**src/rtl/fractal_sync_rr_sched.sv**
```systemverilog
// fractal_sync_rr_sched: rotating-priority, aging, lock-until-accepted
// scheduler moving FIFO heads from IN_PORTS sources to OUT_PORTS sinks.
module fractal_sync_rr_sched #(
  parameter int unsigned IN_PORTS  = 4,
  parameter int unsigned OUT_PORTS = 2,
  parameter type         arbiter_t = logic,
  parameter int unsigned MAX_WAIT  = 8
) (
  input  logic                 clk_i,
  input  logic                 rst_ni,
  input  logic [IN_PORTS-1:0]  empty_i,
  input  arbiter_t             element_i [IN_PORTS],
  output logic [IN_PORTS-1:0]  pop_o,
  output arbiter_t             element_o [OUT_PORTS],
  output logic [OUT_PORTS-1:0] valid_o,
  input  logic [OUT_PORTS-1:0] ready_i,
  output logic [IN_PORTS-1:0]  starve_o
);

  localparam int unsigned IDX_W =
    (IN_PORTS > 1) ? $clog2(IN_PORTS) : 1;
  localparam int unsigned AGE_W = $clog2(MAX_WAIT + 1);

  typedef logic [IDX_W-1:0] idx_t;
  typedef logic [AGE_W-1:0] age_t;

  if (OUT_PORTS < 1 || OUT_PORTS > IN_PORTS || MAX_WAIT < 1)
  begin : g_bad_cfg
    $error("fractal_sync_rr_sched: bad parameters");
  end

  idx_t                 ptr_q, ptr_d;
  logic [OUT_PORTS-1:0] lock_q;
  idx_t                 lock_src_q [OUT_PORTS];
  age_t                 wait_q [IN_PORTS];

  idx_t                 src [OUT_PORTS];
  logic [OUT_PORTS-1:0] valid;
  logic [OUT_PORTS-1:0] take;
  logic [IN_PORTS-1:0]  claimed;
  logic [IN_PORTS-1:0]  aged;
  logic [IN_PORTS-1:0]  pop;
  int                   scan;
  idx_t                 cand;

  // A source is aged once its wait counter saturates
  always_comb begin
    aged = '0;
    for (int i = 0; i < IN_PORTS; i++)
      aged[i] = (wait_q[i] == age_t'(MAX_WAIT));
  end

  // Resolve sinks in order: locks, then aged, then rotating scan
  always_comb begin
    claimed = '0;
    valid   = '0;
    pop     = '0;
    scan    = 0;
    cand    = '0;
    for (int j = 0; j < OUT_PORTS; j++) begin
      src[j]       = '0;
      element_o[j] = '0;
    end
    for (int j = 0; j < OUT_PORTS; j++)
      if (lock_q[j]) claimed[lock_src_q[j]] = 1'b1;
    for (int j = 0; j < OUT_PORTS; j++) begin
      if (lock_q[j]) begin
        src[j]   = lock_src_q[j];
        valid[j] = 1'b1;
      end else begin
        for (int i = 0; i < IN_PORTS; i++) begin
          cand = idx_t'(i);
          if (!valid[j] && aged[cand] &&
              !empty_i[cand] && !claimed[cand]) begin
            src[j]   = cand;
            valid[j] = 1'b1;
          end
        end
        for (int k = 0; k < IN_PORTS; k++) begin
          scan = int'(ptr_q) + k;
          if (scan >= int'(IN_PORTS))
            scan = scan - int'(IN_PORTS);
          cand = idx_t'(scan);
          if (!valid[j] && !empty_i[cand] &&
              !claimed[cand]) begin
            src[j]   = cand;
            valid[j] = 1'b1;
          end
        end
        if (valid[j]) claimed[src[j]] = 1'b1;
      end
      if (valid[j]) begin
        element_o[j] = element_i[src[j]];
        if (ready_i[j] && rst_ni) pop[src[j]] = 1'b1;
      end
    end
  end

  assign take     = valid & ready_i;
  assign valid_o  = valid;
  assign pop_o    = pop;
  assign starve_o = aged;

  // Pointer follows the highest-index sink that popped
  always_comb begin
    ptr_d = ptr_q;
    for (int j = 0; j < OUT_PORTS; j++)
      if (take[j])
        ptr_d = (src[j] == idx_t'(IN_PORTS - 1)) ?
                '0 : src[j] + 1'b1;
  end

  // Pointer, lock and aging state
  always_ff @(posedge clk_i or negedge rst_ni) begin
    if (!rst_ni) begin
      ptr_q  <= '0;
      lock_q <= '0;
      for (int j = 0; j < OUT_PORTS; j++)
        lock_src_q[j] <= '0;
      for (int i = 0; i < IN_PORTS; i++)
        wait_q[i] <= '0;
    end else begin
      ptr_q <= ptr_d;
      for (int j = 0; j < OUT_PORTS; j++) begin
        if (valid[j] && !ready_i[j]) begin
          lock_q[j]     <= 1'b1;
          lock_src_q[j] <= src[j];
        end else if (valid[j]) begin
          lock_q[j] <= 1'b0;
        end
      end
      for (int i = 0; i < IN_PORTS; i++) begin
        if (pop[i] || empty_i[i])
          wait_q[i] <= '0;
        else if (!aged[i])
          wait_q[i] <= wait_q[i] + 1'b1;
      end
    end
  end

  for (genvar j = 0; j < OUT_PORTS; j++) begin : g_lock_chk
    a_lock_src_full: assert property (
      @(posedge clk_i) disable iff (!rst_ni)
      lock_q[j] |-> !empty_i[lock_src_q[j]]);
  end

endmodule

```
**config.mk**
```make
export PLATFORM = sky130hd
export DESIGN_NAME = fractal_sync_rr_sched
export DESIGN_NICKNAME = d
export VERILOG_FILES = /design/src/rtl/fractal_sync_rr_sched.sv
export SDC_FILE = /design/constraint.sdc
export NUM_CORES = 1
export LEC_CHECK = 0
export CAP_MARGIN = 20
export CORE_UTILIZATION = 55
export CTS_BUF_LIST = sky130_fd_sc_hd__clkbuf_4
export DETAILED_ROUTE_END_ITERATION = 10
export PLACE_DENSITY = 0.77
export SYNTH_ARGS = -nofsm -noshare
export SYNTH_HDL_FRONTEND = slang
export SYNTH_SLANG_ARGS = --single-unit
```
**constraint.sdc**
```tcl
create_clock -name clk_i -period 9.4 [get_ports clk_i]
set_clock_uncertainty 0.15 [all_clocks]
set_input_delay 1.88 -clock clk_i [delete_from_list [all_inputs] [get_ports clk_i]]
set_output_delay 1.88 -clock clk_i [all_outputs]
set_load 0.03 [all_outputs]
```
==> metrics.yaml, run 1 <==
first_pass_iters: 7
initial_core_util: 0.586
ys_seq_elements: 24
reg2reg_from: "lock_q[0]"
core_sq_um: 4440
via_per_inst: 6.53
placementRows: 24
power.leakage_nw: 1.23
num_io_pins: 24
fmax_ghz: 0.111
clock_latency_ps: 320
syn_avg_cell_area_sq_um: 8.68
path_clk_slew_ps: 120
final_area_sq_um: 2930
min_to: "wait_q[6]"
dieArea_sq_um: 5010
fin_nets: 351
route.detailed.drc: 0
synth.most_common_cell: "dfrtp_1"
rr_worst_depth: 18
relSlewSlack: 0.416
cts_buffers: 3
worst_pin_slew_ps: 877
fill_cells: 382
crit_arrival_ps: 6980
worst-setup-path-type: "input port to primary output"
ir_worst_vdd_mv: 0.278
overflow: 0
run_status: "completed"
grt_max_degree: 28
postRouteAntennaNets: 0
yosys-top-cells-count: "dfrtp_1, a21oi_1, inv_1, nor3_1"
crit_path_end_kind: "primary output"
fin_crit_sh: 0.958
die_h_um: 70.8
die_x_um: 70.8
worstPathMaxFanout: 8
cts_root_buf: "clkbuf_4"
antenna_found_initial: 0
synthTopCellsByArea: "dfrtp_1, ha_1, a21oi_1"
wl_per_cell_um: 18.2
setup_ws_ps: 394
vias: 2435
drv_cap: 0
post_cts_buffers: 0
dp.cells: 370
powerDensity_nw_per_um2: 414
syn_area_sq_um: 2600
syn_to_final_growth_pct: 12.6
finalMaxSlewViolations: 0
timing.setup.tns_ps: 0
rsz0062_at_grt: "no"
place_ws_ps: 387
r2r_slack_ps: 4060
seq_area_frac_synth: 0.231
dp_hpwl_um: 5250
hold_viol: 0
drive_gt1_frac: 0.150
final_cells: 373
fin_crit_ps: 9010
syn-num-nets: 328
htree_levels: 1
synth.top_cell.area_share: 0.231
worstHoldStart: "wait_q[6]"
n_antenna_cell: 0
required_ps: 7370
drt-initial-drc-count: 291
syn_inst: 300
yosysWarnings: 0
async_reset_ff_frac: 1.00
ys.flop_type: "dfrtp_1"
cts.sinks: 24
port_buffers: 23
cts_tree: "yes"
synth.largest_area_cell: "dfrtp_1"
dpl_cell_area_sq_um: 2900
yosysUniqueCellTypes: 75
cp-start-kind: "input port"
clockBufferDepth: 2
grt_pass1_wl_um: 11600
min_path_type: "flop to flop"
grt_usage: 0.289
holdPathStages: 2
setup_viol: 0
grt_pass1_vias: 2419
globalplace.congestion: 0.974
synth_edf_count: 0
wl_um: 6780
timing.rr.end: "wait_q[8]"
[through the flow]
| step | hold slack [ps] | utilization | power [W] |
|---|---|---|---|
| global route | 486 | 0.660 | 0.00131 |
| global placement | 412 | 0.653 | 0.00113 |
| floorplan | 388 | - | 0.000906 |
| CTS | 434 | 0.659 | 0.00120 |
| finish | 433 | 0.660 | 0.00121 |
| detailed placement | 411 | 0.653 | 0.00115 |
[worst max-delay path by stage]
stage	from	endpoint	slack, ps	cells past startpoint
3_3_place_gp	empty_i[1]	pop_o[0]	450	16
3_5_place_dp	empty_i[2]	pop_o[0]	390	17
2_1_floorplan	empty_i[3]	pop_o[0]	1780	14
5_1_grt	empty_i[2]	pop_o[0]	10	17
4_1_cts	empty_i[2]	pop_o[0]	360	17
6_report	empty_i[2]	pop_o[0]	390	17
[report_power, final]
part           leakage (nW)  switching (W)  internal, W  total (W)
logic                 0.915       0.000558     0.000390   0.000947
registers             0.306      0.0000836     0.000138   0.000221
clock network        0.0138      0.0000295    0.0000150  0.0000445
[cell type report]
cell class	count	area, sq um	share of cell area
inverter	19	71.3	0.0243
multi-input combinational	244	1880	0.642
timing repair buffer	31	290	0.0990
sequential	24	601	0.205
tap	52	65.1	0.0222
clock buffer	3	22.5	0.00768
[logic make-up (layout without fill, tap and decap cells)]
group	Yosys count	in the layout	share of synthesized area
AND/OR/NAND/NOR	122	122	0.301
flip-flops	24	24	0.231
adder cells (fa/ha/maj)	16	16	0.0769
XOR/XNOR	12	12	0.0404
multiplexers	11	11	0.0485
buffers and inverters	32	53	0.0485
AO/OA/AOI/OAI	83	83	0.254
[state kept, by name, summed over array words and instances (netlist names)]
| signal | flops |
|---|---|
| wait_q | 16 |
| lock_src_q | 4 |
| lock_q | 2 |
| ptr_q | 2 |
[metal layers]
metal	GRT usage	vias up	share of wire
met5	0	-	0
met3	0.0427	15	0.069
met1	0.384	1132	0.44
met2	0.482	104	0.48
met4	0.0978	0	0.016
li1	-	1184	-
[critical path: stages]
cell,delay (ps)
clkdlybuf4s50_1,590
mux2i_1,350
and2_1,290
a22oi_1,130
a221oi_1,450
a21oi_1,150
nor2_2,320
nor3_1,120
a211oi_2,490
a211o_1,200
a21oi_1,80
o41a_4,520
clkinv_1,100
ha_1,140
o211ai_1,80
a21oi_1,330
clkdlybuf4s50_1,750
[layout by cell type (no fill, tap or decap), types with 3 or more instances in the layout]
cell type / synthesis / layout
a211o_1: 3 / 3
a21o_1: 5 / 5
a21oi_1: 21 / 21
and2_1: 6 / 6
and3_1: 3 / 3
and3b_1: 5 / 5
buf_4: 1 / 8
clkbuf_4: 0 / 3
clkdlybuf4s50_1: 0 / 23
dfrtp_1: 24 / 24
ha_1: 16 / 16
inv_1: 18 / 18
mux2_2: 3 / 3
mux2i_1: 7 / 7
nand2_1: 14 / 14
nand2b_1: 5 / 5
nand3_1: 12 / 12
nand3b_1: 5 / 5
nor2_1: 16 / 16
nor3_1: 18 / 18
nor4_1: 11 / 10
nor4_2: 3 / 4
o211ai_1: 8 / 8
o21ai_0: 7 / 7
o21ai_1: 3 / 3
or4_4: 3 / 3
xnor2_1: 8 / 8
xor2_1: 4 / 4
[what timing repair did]
action	4_1_cts	5_1_grt
endpoints found under the setup margin	0	1
resized for setup	0	1
hold buffers	0	0
No activity file was read; power rests on OpenSTA's default activity.
==> run 2, diff against run 1 <==
Settings changed: CAP_MARGIN 20 to not set, CELL_PAD_IN_SITES_DETAIL_PLACEMENT set to 2, CELL_PAD_IN_SITES_GLOBAL_PLACEMENT set to 2, CORE_UTILIZATION 55 to 37, PLACE_DENSITY 0.77 to not set, PLACE_DENSITY_LB_ADDON set to 0.1.
Clock period 9.4 ns to 9.6 ns, I/O delays scaled along.
==> run 2 against run 1 <==
Non-clock buffer count did not move. Combinational power rose by 2%. Critical path depth did not move. Sequential share of layout area fell by 0.63 points. Routed wire length rose by 29%. First-iteration DRC count fell by 56%. Cell count rose by 12%. Design area rose by 3.2%. Critical path type unchanged. Largest cell class unchanged.
==> metrics.yaml, run 2 (synthesis gave the netlist of run 1 again) <==
run_status: "completed"
path_clk_slew_ps: 130
vias: 2483
dieArea_sq_um: 7380
cts_root_buf: "clkbuf_4"
powerDensity_nw_per_um2: 417
drt-initial-drc-count: 129
top_layer: "met4"
wirelength_met1_um: 4090
finalMaxSlewViolations: 0
wl_per_cell_um: 20.9
worst_pin_slew_ps: 920
min_path_type: "flop to flop"
wl_um: 8720
ir_worst_vdd_mv: 0.273
hold_viol: 0
placementRows: 30
wl_met2_um: 4310
cts.sinks: 24
drive_gt1_frac: 0.158
clock_latency_ps: 320
grt_pass1_vias: 2721
final_common_cell: "dfrtp_1"
timing.setup.tns_ps: 0
cts_buffers: 3
fin_nets: 351
relSlewSlack: 0.387
overflow: 0
port_buffers: 23
grt_pass1_wl_um: 14500
clockPowerShare: 0.059
setup_viol: 0
via_per_inst: 5.94
r2r_slack_ps: 4150
htree_levels: 1
required_ps: 7530
final_area_sq_um: 3030
wl_met3_um: 198
first_pass_iters: 4
die_x_um: 85.9
post_cts_buffers: 0
final_cells: 418
sw_frac_of_total: 0.554
dp.cells: 414
grt_max_degree: 28
worstPathMaxFanout: 8
drv_cap: 0
syn_to_final_growth_pct: 16.2
p_int_w: 0.000562
final_cell_mix: "dfrtp_1, clkdlybuf4s50_1, a21oi_1, inv_1, nor3_1"
crit_path_end_kind: "primary output"
clockBufferDepth: 2
reg_top3: "wait_q x16, lock_src_q x4"
rsz0062_at_grt: "no"
initial_core_util: 0.383
antenna_found_initial: 0
largest_reg_flops: 16
final_util: 0.445
route.detailed.drc: 0
power.leakage_nw: 1.25
cts_tree: "yes"
place_ws_ps: 124
hold_buffers: 0
largest_register: "wait_q"
setup_ws_ps: 391
postRouteAntennaNets: 0
die_h_um: 85.9
core_sq_um: 6790
fin_crit_ps: 9210
dp_hpwl_um: 6750
sequentialPowerShare: 0.176
fin_crit_sh: 0.959
fmax_ghz: 0.109
n_antenna_cell: 0
grt_usage: 0.251
globalplace.congestion: 0.823
switchingPower_w: 0.000699
num_io_pins: 24
worst-setup-path-type: "input port to primary output"
crit_arrival_ps: 7140
combPwrFrac: 0.765
dpl_cell_area_sq_um: 2960
cp-start-kind: "input port"
## run 2: changes by cell type in the layout (fill, tap and decap cells not counted), sizes merged
cell / previous run / this run
bufinv: 0 / 1
## run 2: metal layers
layer,up-vias,GRT usage
li1,1182,-
met4,0,0.0485
met5,-,0
met1,1250,0.343
met3,10,0.0279
met2,41,0.430
## run 2: worst paths after layout
check / startpoint / end / depth (start not counted)
max: empty_i[2] / pop_o[0] / 17
min: wait_q[10] / wait_q[10] / 2
max reg2reg: ptr_q[0] / wait_q[10] / 17
min reg2reg: wait_q[10] / wait_q[10] / 2
max in group asynchronous: rst_ni / wait_q[8] / 2
min in group asynchronous: rst_ni / wait_q[13] / 2
## run 2: repair_timing
item | in CTS | in global routing
endpoints found under the setup margin | 0 | 1
hold endpoints to repair | 0 | 0
resized for setup | 0 | 3
## run 2: worst max-delay path, cell delays in order
cell and delay [ps]:
clkdlybuf4s50_1 620, mux2i_2 350, and2_1 320, a22oi_1 130, a221oi_1 540, a21oi_1 180, nor2_2 360, nor3_1 110
a211oi_2 440, a211o_1 210, a21oi_1 80, o41a_4 520, clkinv_1 100, ha_1 150, o211ai_1 100, a21oi_2 270
clkdlybuf4s50_1 730
## run 2: per-stage QoR
stage          power, W  hold WS, ps
3_5_place_dp    0.00118          437
5_1_grt         0.00136          488
4_1_cts         0.00126          459
3_3_place_gp    0.00116          418
6_report        0.00126          447
2_1_floorplan  0.000887          388
## run 2: layout make-up
class,count,area (sq um)
flip-flops and latches,24,601
clock inverters,1,30.0
inverters,19,71.3
clock buffers,3,22.5
multi-input cells,244,1890
well taps,96,120
repair buffers,31,290
fillers,774,3770
## run 2: power by group through the flow
| stage | registers [W] | logic, W | clock network, W |
|---|---|---|---|
| final | 0.000222 | 0.000964 | 0.0000743 |
| after global placement | 0.000220 | 0.000935 | 0 |
| after floorplan | 0.000168 | 0.000719 | 0 |
| after global routing | 0.000234 | 0.00105 | 0.0000802 |
| after CTS | 0.000221 | 0.000961 | 0.0000775 |
| after detailed placement | 0.000222 | 0.000953 | 0 |
==> run 3, diff against run 2 <==
Settings changed: CORE_UTILIZATION 37 to 36, CTS_BUF_LIST sky130_fd_sc_hd__clkbuf_4 to not set.
==> run 3 against run 2 <==
Via count rose by 2.3%. Combinational power up 0.7%. Critical path type unchanged. Total power increased by 2.0%. First-iteration DRC count is 14% higher. Non-clock buffer count increased by 1. Sequential power is essentially flat. Clock-buffer cell count unchanged. Worst setup slack got worse by 120 ps.
==> metrics.yaml, run 3 (synthesis gave the netlist of run 1 again) <==
reg2reg_from: "lock_q[0]"
num_io_pins: 24
via_per_inst: 6.06
largest_register: "wait_q"
drv_cap: 0
cp-start-kind: "input port"
first_pass_iters: 4
drive_gt1_frac: 0.161
vias: 2539
n_antenna_cell: 0
crit_arrival_ps: 7260
worst_pin_slew_ps: 923
grt_pass1_wl_um: 14800
timing.setup.tns_ps: 0
largest_reg_flops: 16
core_sq_um: 6910
grt_pass1_vias: 2655
route.detailed.drc: 0
antenna_found_initial: 0
initial_core_util: 0.377
cts_buffers: 3
setup_viol: 0
path_cells: "clkdlybuf4s50_1, mux2i_2, and2_1, a22oi_1, a221oi_2, a31oi_1, nand2b_4, a2111oi_2, a211oi_2, a211o_1, a32o_1, a31o_2, inv_1, ha_1, o211ai_1, a21oi_1, clkdlybuf4s50_1"
globalplace.congestion: 0.842
rr_worst_depth: 18
grt_max_degree: 28
path_clk_slew_ps: 90
syn_to_final_growth_pct: 17.3
hold_ws_ps: 444
worst-setup-path-type: "input port to primary output"
hold_viol: 0
clock_latency_ps: 270
setup_ws_ps: 275
power.leakage_nw: 1.26
hold_buffers: 0
cts_tree: "yes"
crit_top_cell: "clkdlybuf4s50_1"
finalMaxSlewViolations: 0
holdPathStages: 2
powerDensity_nw_per_um2: 421
final_common_cell: "dfrtp_1"
dp_hpwl_um: 7070
ir_worst_vdd_mv: 0.327
grt_usage: 0.256
min_path_type: "flop to flop"
cts_root_buf: "clkbuf_8"
critical_path.top_delay_family: "compound AO/OA/AOI/OAI gates"
htree_levels: 1
post_cts_buffers: 0
reg_top3: "wait_q x16, lock_src_q x4"
timing.rr.end: "wait_q[10]"
postRouteAntennaNets: 0
final_util: 0.442
crit_path_end_kind: "primary output"
final_cell_mix: "dfrtp_1, clkdlybuf4s50_1, a21oi_1, inv_1, nor3_1"
cts.sinks: 24
clockBufferDepth: 2
dieArea_sq_um: 7580
port_buffers: 23
worstHoldStart: "wait_q[10]"
fin_crit_ps: 9330
min_to: "wait_q[10]"
placementRows: 30
place_ws_ps: 81.3
rsz0062_at_grt: "no"
fmax_ghz: 0.107
die_x_um: 87.0
run_status: "completed"
wl_per_cell_um: 21.4
critPathBufInv: 3
critPathSlowestCell: "clkdlybuf4s50_1"
fin_crit_sh: 0.971
drt-initial-drc-count: 147
fill_cells: 800
wl_um: 8950
required_ps: 7530
relSlewSlack: 0.385
r2r_slack_ps: 4030
fin_nets: 352
overflow: 0
cpPeakStageDelay_ps: 750
worstPathMaxFanout: 8
power_w: 0.00129
die_h_um: 87.0
## run 3: worst max path at each step
stage | start | end | slack [ps] | cells after the start
5_1_grt | empty_i[2] | pop_o[0] | 8 | 16
4_1_cts | empty_i[2] | pop_o[0] | 40 | 17
3_5_place_dp | empty_i[2] | pop_o[0] | 80 | 17
6_report | empty_i[2] | pop_o[0] | 270 | 17
2_1_floorplan | empty_i[3] | pop_o[0] | 1900 | 14
3_3_place_gp | empty_i[2] | pop_o[0] | 170 | 17
## run 3: timing repair
action	in CTS	in global routing
resized for setup	0	3
endpoints found under the hold margin	0	0
setup endpoints to repair	0	4
## run 3: power breakdown
| group | leakage, nW | switching, W | total (W) | internal [W] |
|---|---|---|---|---|
| Clock | 0.0357 | 0.0000356 | 0.0000914 | 0.0000558 |
| Sequential | 0.306 | 0.0000881 | 0.000223 | 0.000135 |
| Combinational | 0.916 | 0.000585 | 0.000971 | 0.000387 |
## run 3: worst min-delay path: cells and delay by family (launching register included)
kind / cells / cell delay, ps
flops: 1 / 390
simple gates: 1 / 40
xor+xnor: 1 / 130
## run 3: metal layers
layer | routed length, um | GRT usage
met1 | 4200 | 0.356
met2 | 4400 | 0.437
met3 | 260 | 0.0227
met4 | 86 | 0.0409
met5 | 0 | 0
## run 3: metrics by stage
step / area, sq um / cells
4_1_cts: 3040 / 419
3_5_place_dp: 2970 / 415
5_1_grt: 3050 / 419
2_1_floorplan: 2600 / 300
6_report: 3050 / 419
3_3_place_gp: 2970 / 415
## run 3: cell type report
type / count / area [sq um] / area share
clock inverter: 1 / 30.0 / 0.00983
tap: 96 / 120 / 0.0393
inverter: 19 / 71.3 / 0.0234
multi-input combinational: 244 / 1890 / 0.620
clock buffer: 3 / 41.3 / 0.0135
timing repair buffer: 32 / 298 / 0.0975
sequential: 24 / 601 / 0.197
